`config.mk`:
```
export PLATFORM = sky130hd
export DESIGN_NAME = iz_param_loader
export DESIGN_NICKNAME = d
export VERILOG_FILES = /design/src/rtl/iz_pkg.sv /design/src/rtl/iz_loader_watchdog.sv /design/src/rtl/iz_param_loader.sv
export SDC_FILE = /design/constraint.sdc
export NUM_CORES = 1
export LEC_CHECK = 0
export ABC_AREA = 1
export CAP_MARGIN = 10
export CORE_ASPECT_RATIO = 0.75
export CORE_MARGIN = 2
export CORE_UTILIZATION = 29
export CTS_BUF_LIST = sky130_fd_sc_hd__clkbuf_8
export DETAILED_ROUTE_END_ITERATION = 16
export HOLD_SLACK_MARGIN = 0.1
export MAX_ROUTING_LAYER = met4
export SLEW_MARGIN = 20
export SYNTH_ARGS = -nofsm -noshare
export SYNTH_HDL_FRONTEND = slang
export SYNTH_SLANG_ARGS = --single-unit
```
`constraint.sdc`:
```
create_clock -name clk -period 5.05 [get_ports clk]
set_input_delay 0.7575 -clock clk [delete_from_list [all_inputs] [get_ports clk]]
set_output_delay 0.7575 -clock clk [all_outputs]
set_load 0.005 [all_outputs]
```
`src/rtl/iz_pkg.sv`:
```
// Shared types and constants for the Izhikevich neuron parameter loader.
package iz_pkg;

  typedef enum logic [1:0] {
    ST_IDLE    = 2'd0,
    ST_PAYLOAD = 2'd1,
    ST_CHECK   = 2'd2,
    ST_COMMIT  = 2'd3
  } iz_state_e;

  localparam logic [7:0] DEFAULT_HEADER = 8'hA5;
  localparam int         PAYLOAD_LEN    = 8;
  localparam int         SCALE          = 64;

  // Reset-default neuron (regular spiking): a=0.02, b=0.2, c=-65, d=8 at scale 64
  localparam logic [15:0] DEFAULT_A = 16'h0001;
  localparam logic [15:0] DEFAULT_B = 16'h000D;
  localparam logic [15:0] DEFAULT_C = 16'(-65 * SCALE);
  localparam logic [15:0] DEFAULT_D = 16'(8 * SCALE);

  function automatic logic [7:0] payload_xor(input logic [8*PAYLOAD_LEN-1:0] p);
    logic [7:0] x;
    x = '0;
    for (int i = 0; i < PAYLOAD_LEN; i++) x ^= p[8*i +: 8];
    return x;
  endfunction

endpackage

```
`src/rtl/iz_loader_watchdog.sv`:
```
// Mid-frame idle counter; expired fires on the idle edge that reaches TIMEOUT_CYCLES.
module iz_loader_watchdog #(
  parameter int TIMEOUT_CYCLES = 255
) (
  input  logic clk,
  input  logic reset,
  input  logic clear,
  input  logic run,
  output logic expired
);

  localparam int CW = (TIMEOUT_CYCLES > 2) ? $clog2(TIMEOUT_CYCLES) : 1;
  localparam logic [CW-1:0] LAST = CW'(TIMEOUT_CYCLES - 1);

  logic [CW-1:0] count_q;

  // A zero timeout never expires; the counter then free-runs harmlessly.
  assign expired = (TIMEOUT_CYCLES != 0) && run && !clear && (count_q == LAST);

  always_ff @(posedge clk) begin
    if (reset || clear) begin
      count_q <= '0;
    end else if (run) begin
      count_q <= count_q + CW'(1);
    end
  end

endmodule

```
`src/rtl/iz_param_loader.sv`:
```
// Loads a framed serial byte stream into the four neuron parameters.
// Build option: IZ_LOADER_CHECKSUM_EN appends an XOR checksum byte and the CHECK state.
module iz_param_loader
  import iz_pkg::*;
#(
  parameter int         TIMEOUT_CYCLES = 255,
  parameter logic [7:0] HEADER_BYTE    = DEFAULT_HEADER
) (
  input  logic        clk,
  input  logic        reset,
  input  logic [7:0]  load_byte,
  input  logic        load_valid,
  output logic        load_ready,
  output logic [15:0] param_a,
  output logic [15:0] param_b,
  output logic [15:0] param_c,
  output logic [15:0] param_d,
  output logic        params_ready,
  output logic        load_done,
  output logic        load_error,
  output iz_state_e   dbg_state
);

  localparam int PW = 8 * PAYLOAD_LEN;
  localparam logic [PW-1:0] DEFAULT_PARAMS = {DEFAULT_D, DEFAULT_C, DEFAULT_B, DEFAULT_A};
  localparam logic [2:0] LAST_IDX = 3'(PAYLOAD_LEN - 1);

  iz_state_e     state_q, state_d;
  logic [2:0]    idx_q, idx_d;
  logic [PW-1:0] shadow_q, shadow_d;
  logic [PW-1:0] params_q, params_d;
  logic          ready_q, ready_d;
  logic          done_q, done_d;
  logic          error_q, error_d;
  logic          abort;
  logic          accept, wd_run, wd_clear, wd_expired;

  // Handshake: a byte transfers on a rising edge where load_valid && load_ready;
  // load_ready depends only on state, so a producer may hold valid across COMMIT.
  assign load_ready = (state_q != ST_COMMIT);
  assign accept     = load_valid && load_ready;
  assign wd_run     = (state_q == ST_PAYLOAD) || (state_q == ST_CHECK);
  assign wd_clear   = accept || !wd_run;

  iz_loader_watchdog #(.TIMEOUT_CYCLES(TIMEOUT_CYCLES)) u_watchdog (
    .clk     (clk),
    .reset   (reset),
    .clear   (wd_clear),
    .run     (wd_run),
    .expired (wd_expired)
  );

  always_comb begin
    state_d  = state_q;
    idx_d    = idx_q;
    shadow_d = shadow_q;
    params_d = params_q;
    ready_d  = ready_q;
    done_d   = 1'b0;
    error_d  = 1'b0;
    abort    = 1'b0;
    case (state_q)
      ST_IDLE: begin
        if (accept && load_byte == HEADER_BYTE) begin
          state_d = ST_PAYLOAD;
          idx_d   = '0;
          ready_d = 1'b0;
        end
      end
      ST_PAYLOAD: begin
        if (accept) begin
          shadow_d[{idx_q, 3'b000} +: 8] = load_byte;
          idx_d = idx_q + 3'd1;
          if (idx_q == LAST_IDX) begin
`ifdef IZ_LOADER_CHECKSUM_EN
            state_d = ST_CHECK;
`else
            state_d = ST_COMMIT;
`endif
          end
        end else if (wd_expired) begin
          abort = 1'b1;
        end
      end
`ifdef IZ_LOADER_CHECKSUM_EN
      ST_CHECK: begin
        if (accept) begin
          if (load_byte == payload_xor(shadow_q)) state_d = ST_COMMIT;
          else abort = 1'b1;
        end else if (wd_expired) begin
          abort = 1'b1;
        end
      end
`endif
      ST_COMMIT: begin
        params_d = shadow_q;
        ready_d  = 1'b1;
        done_d   = 1'b1;
        state_d  = ST_IDLE;
      end
      default: state_d = ST_IDLE;
    endcase
    // Committed parameters are untouched by an abort; only the frame is dropped.
    if (abort) begin
      state_d  = ST_IDLE;
      idx_d    = '0;
      shadow_d = '0;
      ready_d  = 1'b1;
      error_d  = 1'b1;
    end
  end

  always_ff @(posedge clk) begin
    if (reset) begin
      state_q  <= ST_IDLE;
      idx_q    <= '0;
      shadow_q <= '0;
      params_q <= DEFAULT_PARAMS;
      ready_q  <= 1'b1;
      done_q   <= 1'b0;
      error_q  <= 1'b0;
    end else begin
      state_q  <= state_d;
      idx_q    <= idx_d;
      shadow_q <= shadow_d;
      params_q <= params_d;
      ready_q  <= ready_d;
      done_q   <= done_d;
      error_q  <= error_d;
    end
  end

  assign param_a      = params_q[15:0];
  assign param_b      = params_q[31:16];
  assign param_c      = params_q[47:32];
  assign param_d      = params_q[63:48];
  assign params_ready = ready_q;
  assign load_done    = done_q;
  assign load_error   = error_q;
  assign dbg_state    = state_q;

endmodule

```
==> summary.txt, run 1 <==
Synth
  – Syn nets: around 760
  – Synth Area in Adders: 2.855%
  – Proportion of synthesized area in mux cells: 0%
  – Synth Instances: roughly 740
  – Seq/Total Area, Yosys: between 50% and 60%
  – Largest family of logic cells by synthesized area: simple AND/OR/NAND/NOR gates
  – Mapped cell area: between 0.005 and 0.006 mm2
  – Ys Warns: 0
  – Yosys cell types: 29
  – #FFs+latches synth: about 140
  – Synth Area in Compound Gates: a little under an eighth
  – XOR/XNOR share of the synthesized area: 0%
  – Simple-Gate Fraction of Synth Area: approximately 29%
  – Synthesized area per cell: a little under 8 um2

Layout
  – Layout cells sized above 1: 8.059%
  – Final net count: just over 800
  – Most frequent cells in the layout: nor2_1 (192), dfxtp_1 (144), nand2_1 (110), clkdlybuf4s50_1 (80), o21ai_0 (68)
  – Area grow syn2layout: 24.44%
  – Util after Layout: 36.69%
  – Fillers: 2038
  – Area occupied by multi-input gates: between 0.002 and 0.0025 mm2
  – Sequential Area: 0.002883 mm2
  – Commonest non-fill, non-tap cell in the layout: nor2_1
  – N_diodes: 0

Floorplanning
  – Core area: about 0.019 mm2
  – Die area: approximately 0.021 mm2
  – DIE WIDTH: between 150 and 200 um
  – Die height: roughly 130 um
  – IO Pins: a little over 80
  – FP Rows: 44
  – Initial Utilization: 29.49%

Routing
  – DR iter-0 viols: ~500
  – Via count: ~4800
  – Drt first pass iters: 5
  – Post-detailed-route wirelength per cell: around 14 um
  – Antenna-violating nets left: 0
  – # DRC: 0
  – Total wire length: between 10 and 15 mm
  – Vias per Instance: 4.500

Placement
  – GP Congestion: 0.8815
  – Detail Placement HPWL: between 10 and 15 mm
  – Buffers on Ports: 80

STA
  – Period minus WS final: 2.924 ns
  – Setup violations, final: 0
  – Fmax: roughly 340 MHz
  – Setup TNS: 0 ns
  – Worst rel slew slack: a little under half
  – Pins Over Slew Limit: 0
  – Period utilisation layout: 57.91%
  – Layout Skew: 0.01021 ns
  – Hold Vio Cnt, Final: 0
  – Worst-margin pin slew: 0.7823 ns
  – RSZ-0062 raised after global routing: no

Setup path
  – CP Launch Type: flip-flop
  – R2R depth: 11
  – Required time of the worst setup path: between 4 and 5 ns
  – Worst path cell trace: ha_2 > buf_4 > inv_2 > clkdlybuf4s50_1
  – Max Fanout on Critical Path: 66
  – Kind of end point of the critical path: primary output
  – Slowest library cell on the worst path: buf_4
  – Max stage delay on crit path: about 0.50 ns
  – R2R Setup Slk: around 2.4 ns
  – Critical path arrival: approximately 2.2 ns
  – WS Path Type: flip-flop to primary output

GRT
  – Global Route Usage Sum: between 10 and 15%
  – Pin count of the biggest net entering global routing: between 60 and 70
  – Initial antenna violation count: 0
  – Number of global-route vias before repair: between 4000 and 5000
  – GRT overflow: 0
  – Global-route wire length before repair: about 24 mm

Worst hold path
  – Hold crit path type: flip-flop to flip-flop
  – Hold Path Stages: 2

CTS
  – Clk slew on worst S/H paths: ~0.080 ns
  – Num CTS Buffers: 17
  – Cts hold-fix bufs: 0
  – Setup bufs post-CTS: 0
  – Post-cts resize count: 0
  – Worst-skew pair later-pin latency: 0.45 ns
  – H-tree depth: 4
  – CTS tree: built
  – Clk buf depth: 2
  – Clk sinks: 144
  – Root buffer cell: clkbuf_8

Power and ir drop
  – Leak: 2.980 nW
  – Total power: 0.002899 W
  – Peak VDD IR: between 0.15 and 0.2 mV
  – Power Density: 408.9 mW/mm2

Run status
  – Status: finished, final reports clean

Run
  – Max cap viols: 0
## where the power goes
group	switching, W	total [W]	internal, W	leakage [nW]
Clock	0.000427	0.000983	0.000556	0.215
Sequential	0.0000486	0.00125	0.00120	1.16
Combinational	0.000434	0.000668	0.000234	1.60
Total	0.000909	0.00290	0.00199	2.98
## path summary, 6_finish.rpt
check                             from                        end
max          dbg_state[0]$_SDFFE_PP0P_                 load_ready
min          params_q[47]$_SDFFE_PP1P_  params_q[47]$_SDFFE_PP1P_
max reg2reg  dbg_state[0]$_SDFFE_PP0P_      idx_q[1]$_SDFFE_PP0P_
min reg2reg  params_q[47]$_SDFFE_PP1P_  params_q[47]$_SDFFE_PP1P_
## final cells by class
class                           count  share of cell area (%)
Timing Repair Buffer               83                   11.61
Multi-Input combinational cell    523                   34.97
Sequential cell                   144                   40.66
Clock buffer                       19                   3.688
Tap cell                          253                   4.464
Inverter                           38                   2.259
Clock inverter                     12                   2.347
## critical path: cells and delay by family, from the launching register on
family,cells,cell delay [ns]
adders and majority gates,1,0.23
DFF,1,0.45
buffers and inverters,3,1.03
## cells in the mapped netlist (all sizes together)
| master | number | area share, % |
|---|---|---|
| nor2 | 199 | 14 |
| dfxtp | 144 | 51 |
| nand2 | 119 | 8.8 |
| o21ai | 78 | 6.9 |
| a21oi | 53 | 4.7 |
| nand3 | 44 | 4.3 |
| inv | 34 | 2.3 |
| buf | 19 | 2.2 |
| clkbuf | 14 | 0.92 |
| ha | 13 | 2.9 |
| nand4 | 8 | 0.88 |
| nor3 | 5 | 0.44 |
| clkinv | 4 | 0.48 |
| or2 | 2 | 0.22 |
| and3 | 1 | 0.11 |
| nand3b | 1 | 0.13 |
## per-stage QoR
stage | setup WS, ns | cell area (um2) | instances | hold WS, ns
6_report | 2.126 | 7091 | 1072 | 0.4596
5_1_grt | 1.908 | 7091 | 1072 | 0.4882
3_5_place_dp | 1.724 | 6663 | 1041 | 0.4458
4_1_cts | 2.072 | 7091 | 1072 | 0.4648
3_3_place_gp | 1.770 | 6663 | 1041 | 0.4461
2_1_floorplan | 3.139 | 5698 | 738 | 0.4297
## kinds of logic after synthesis
logic type | count (synthesis)
and+or+nand+nor | 379
buffers and inverters | 71
adders and majority gates | 13
DFF | 144
AOI/OAI and AO/OA | 131
## flip-flops by register name, indices dropped and copies added (netlist names)
name,cells
dbg_state,2
idx_q,3
load_done,1
load_error,1
params_q,64
params_ready,1
shadow_q,64
u_watchdog.count_q,8
## routing by layer
metal  part of all wire (%)  global-route usage (%)  vias to the layer above  routed length (um)
met5                      0                       -                        -                   0
met4                   0.63                   4.297                        0                  93
met3                    6.5                   4.653                        6                 964
met2                     37                   17.48                      127                5419
met1                     56                   23.20                     2170                8318
li1                       -                       -                     2521                   -
Power figures use the tool's default switching activity.
==> run 2, diff against run 1 <==
- clock period: 5.05 -> 2.6 ns (I/O delays scaled with it)
==> run 2 against run 1 <==
Effect of this change: flip-flop and latch count stayed put; clock power grew 88%; non-clock buffer count up 3; clock skew hardly changed; combinational power rose by 99%; worst setup slack got worse by 1.8 ns; critical endpoint is now shadow_q[59]$_SDFFE_PP0P_; largest cell class unchanged; largest power group unchanged.
==> summary.txt, run 2 (synthesis results as in run 1) <==
Run status
  – Status: finished, final reports clean (unchanged)

Layout
  – Top Registers: params_q (64), shadow_q (64), u_watchdog.count_q (8) (unchanged)
  – Final net count: 834 (was 831)
  – Most frequent cells in the layout: nor2_1 (192), dfxtp_1 (144), nand2_1 (110), clkdlybuf4s50_1 (80), o21ai_0 (68) (unchanged)
  – Util after Layout: 36.84% (was 36.69%)
  – Non-Filler Instances: 1076 (was 1072)
  – Commonest non-fill, non-tap cell in the layout: nor2_1 (unchanged)
  – Fillers: 1999 (was 2038)
  – Area grow syn2layout: 24.92% (was 24.44%)
  – Layout cells sized above 1: 8.505% (was 8.059%)
  – N_diodes: 0 (unchanged)

Floorplanning
  – FP Rows: 44 (unchanged)
  – Die area: 0.02080 mm2 (unchanged)
  – Initial Utilization: 29.49% (unchanged)
  – IO Pins: 81 (unchanged)
  – Die height: 125.4 um (unchanged)
  – Core area: 0.01932 mm2 (unchanged)
  – DIE WIDTH: 165.9 um (unchanged)

Routing
  – Post-detailed-route wirelength per cell: 14.06 um (was 13.80 um)
  – Total wire length: 15.13 mm (was 14.80 mm)
  – # DRC: 0 (unchanged)
  – Vias per Instance: 4.495 (was 4.500)
  – DR iter-0 viols: 368 (was 514)
  – Via count: 4837 (was 4824)
  – Drt first pass iters: 5 (unchanged)
  – Antenna-violating nets left: 0 (unchanged)

STA
  – Hold Vio Cnt, Final: 0 (unchanged)
  – RSZ-0062 raised after global routing: no (unchanged)
  – Setup violations, final: 0 (unchanged)
  – Pins Over Slew Limit: 0 (unchanged)
  – Setup TNS: 0 ns (unchanged)
  – Fmax: between 400 and 500 MHz
  – Layout Skew: 0.01064 ns (was 0.01021 ns)
  – Setup ws final: 0.2900 ns (was 2.126 ns)
  – Worst-margin pin slew: 0.4667 ns (was 0.7823 ns)
  – Period minus WS final: 2.310 ns
  – Worst rel slew slack: 68.84% (was 47.66%)
  – Period utilisation layout: around nine tenths

Setup path
  – CP Launch Type: flip-flop (unchanged)
  – R2R Setup Slk: 0.29 ns (was 2.41 ns)
  – Worst path cell trace: inv_4 > ha_1 > ha_1 > inv_1 > nand2_1 > inv_1 > nand2_4 > o21ai_0 > nor2_1 (was ha_2 > buf_4 > inv_2 > clkdlybuf4s50_1)
  – Max stage delay on crit path: 0.61 ns (was 0.50 ns)
  – Required time of the worst setup path: 2.93 ns (was 4.29 ns)
  – Max Fanout on Critical Path: 12 (was 66)
  – Critical path arrival: 2.64 ns (was 2.17 ns)
  – Kind of end point of the critical path: flip-flop (was primary output)
  – WS Path Type: flip-flop to flip-flop (was flip-flop to primary output)
  – Slowest library cell on the worst path: dfxtp_1 (was buf_4)

GRT
  – Initial antenna violation count: 0 (unchanged)
  – Pin count of the biggest net entering global routing: 66 (was 67)
  – Global-route wire length before repair: 23.89 mm (was 23.87 mm)
  – GRT overflow: 0 (unchanged)
  – Global Route Usage Sum: 14.98% (was 14.89%)
  – Number of global-route vias before repair: 4451 (was 4479)

Power and ir drop
  – Total power: 0.005597 W (was 0.002899 W)
  – Switching Share: 32.11% (was 31.37%)
  – Sequential share of power: 43.2% (was 43.1%)
  – Peak VDD IR: 0.3087 mV (was 0.1769 mV)
  – Clock network power share: 33.1% (was 33.9%)
  – Leak: 3.003 nW (was 2.980 nW)
  – P_sw: 0.001797 W (was 0.0009095 W)
  – Combinational share of power: 23.7% (was 23.0%)
  – P_int: 0.003800 W (was 0.001990 W)
  – Power Density: 786.4 mW/mm2 (was 408.9 mW/mm2)

CTS
  – Worst-skew pair later-pin latency: 0.45 ns (about the same)
  – Post-cts resize count: 0 (unchanged)
  – Cts hold-fix bufs: 0 (unchanged)
  – Num CTS Buffers: 17 (unchanged)
  – Clk buf depth: 2 (unchanged)
  – CTS tree: built (unchanged)
  – Root buffer cell: clkbuf_8 (unchanged)
  – Setup bufs post-CTS: 0 (unchanged)
  – Clk slew on worst S/H paths: 0.08 ns (about the same)
  – Clk sinks: 144 (unchanged)
  – H-tree depth: 4 (unchanged)

Placement
  – Buffers on Ports: 80 (unchanged)
  – Detail Placement HPWL: 10.74 mm (was 10.31 mm)
  – Pre-CTS setup slack: 0.3360 ns (was 1.724 ns)
  – Dpl cells: 1044 (was 1041)
  – GP Congestion: 0.9122 (was 0.8815)

Run
  – Max cap viols: 0 (unchanged)

Worst hold path
  – Hold crit path type: flip-flop to flip-flop (unchanged)
## run 2: cell types whose count changed in the layout (fill, tap and decap cells not counted)
cell | previous run | this run
clkinv_4 | 2 | 3
inv_6 | 0 | 1
buf_12 | 0 | 1
bufinv_16 | 4 | 2
clkinv_2 | 6 | 5
clkbuf_8 | 19 | 23
buf_4 | 3 | 5
clkinvlp_4 | 3 | 1
## run 2: final cells by class
class,instances,area (um2),share of cell area [%]
well taps,253,316.6,4.447
inverters,38,160.2,2.250
clock inverters,9,103.9,1.459
flip-flops and latches,144,2883,40.50
repair buffers,86,858.3,12.06
multi-input cells,523,2480,34.84
clock buffers,23,316.6,4.447
## run 2: critical path: cells and delay by family, from the launching register on
kind / cells / cell delay, ns
fa+ha+maj: 2 / 0.53
flops: 1 / 0.61
simple gates: 3 / 0.28
buf+inv: 3 / 0.51
compound gates: 1 / 0.27
## run 2: layer usage
| layer | vias to the layer above | GRT usage [%] | wire length, um |
|---|---|---|---|
| met1 | 2163 | 23.69 | 8741 |
| met5 | - | - | 0 |
| met3 | 15 | 4.052 | 894 |
| met4 | 0 | 4.706 | 181 |
| li1 | 2530 | - | - |
| met2 | 129 | 17.48 | 5311 |
## run 2: power groups by stage
| stage | logic, W | clock network (W) | registers, W |
|---|---|---|---|
| CTS | 0.00133 | 0.00190 | 0.00242 |
| finish | 0.00133 | 0.00185 | 0.00242 |
| global placement | 0.00129 | 0 | 0.00248 |
| global route | 0.00148 | 0.00198 | 0.00244 |
| detailed placement | 0.00131 | 0 | 0.00247 |
| floorplan | 0.000948 | 0 | 0.00246 |
## run 2: metrics by stage
step | instance area, um2 | hold slack [ns]
2_1_floorplan | 5698 | 0.4297
3_3_place_gp | 6698 | 0.4405
3_5_place_dp | 6698 | 0.4474
4_1_cts | 7118 | 0.4672
5_1_grt | 7118 | 0.4814
6_report | 7118 | 0.4638
## run 2: path summary, 6_finish.rpt
path / startpoint / endpoint / cells after the start
max: idx_q[0]$_SDFFE_PP0P_ / shadow_q[59]$_SDFFE_PP0P_ / 9
min: params_q[43]$_SDFFE_PP1P_ / params_q[43]$_SDFFE_PP1P_ / 2
min reg2reg: params_q[43]$_SDFFE_PP1P_ / params_q[43]$_SDFFE_PP1P_ / 2
max reg2reg: idx_q[0]$_SDFFE_PP0P_ / shadow_q[59]$_SDFFE_PP0P_ / 9
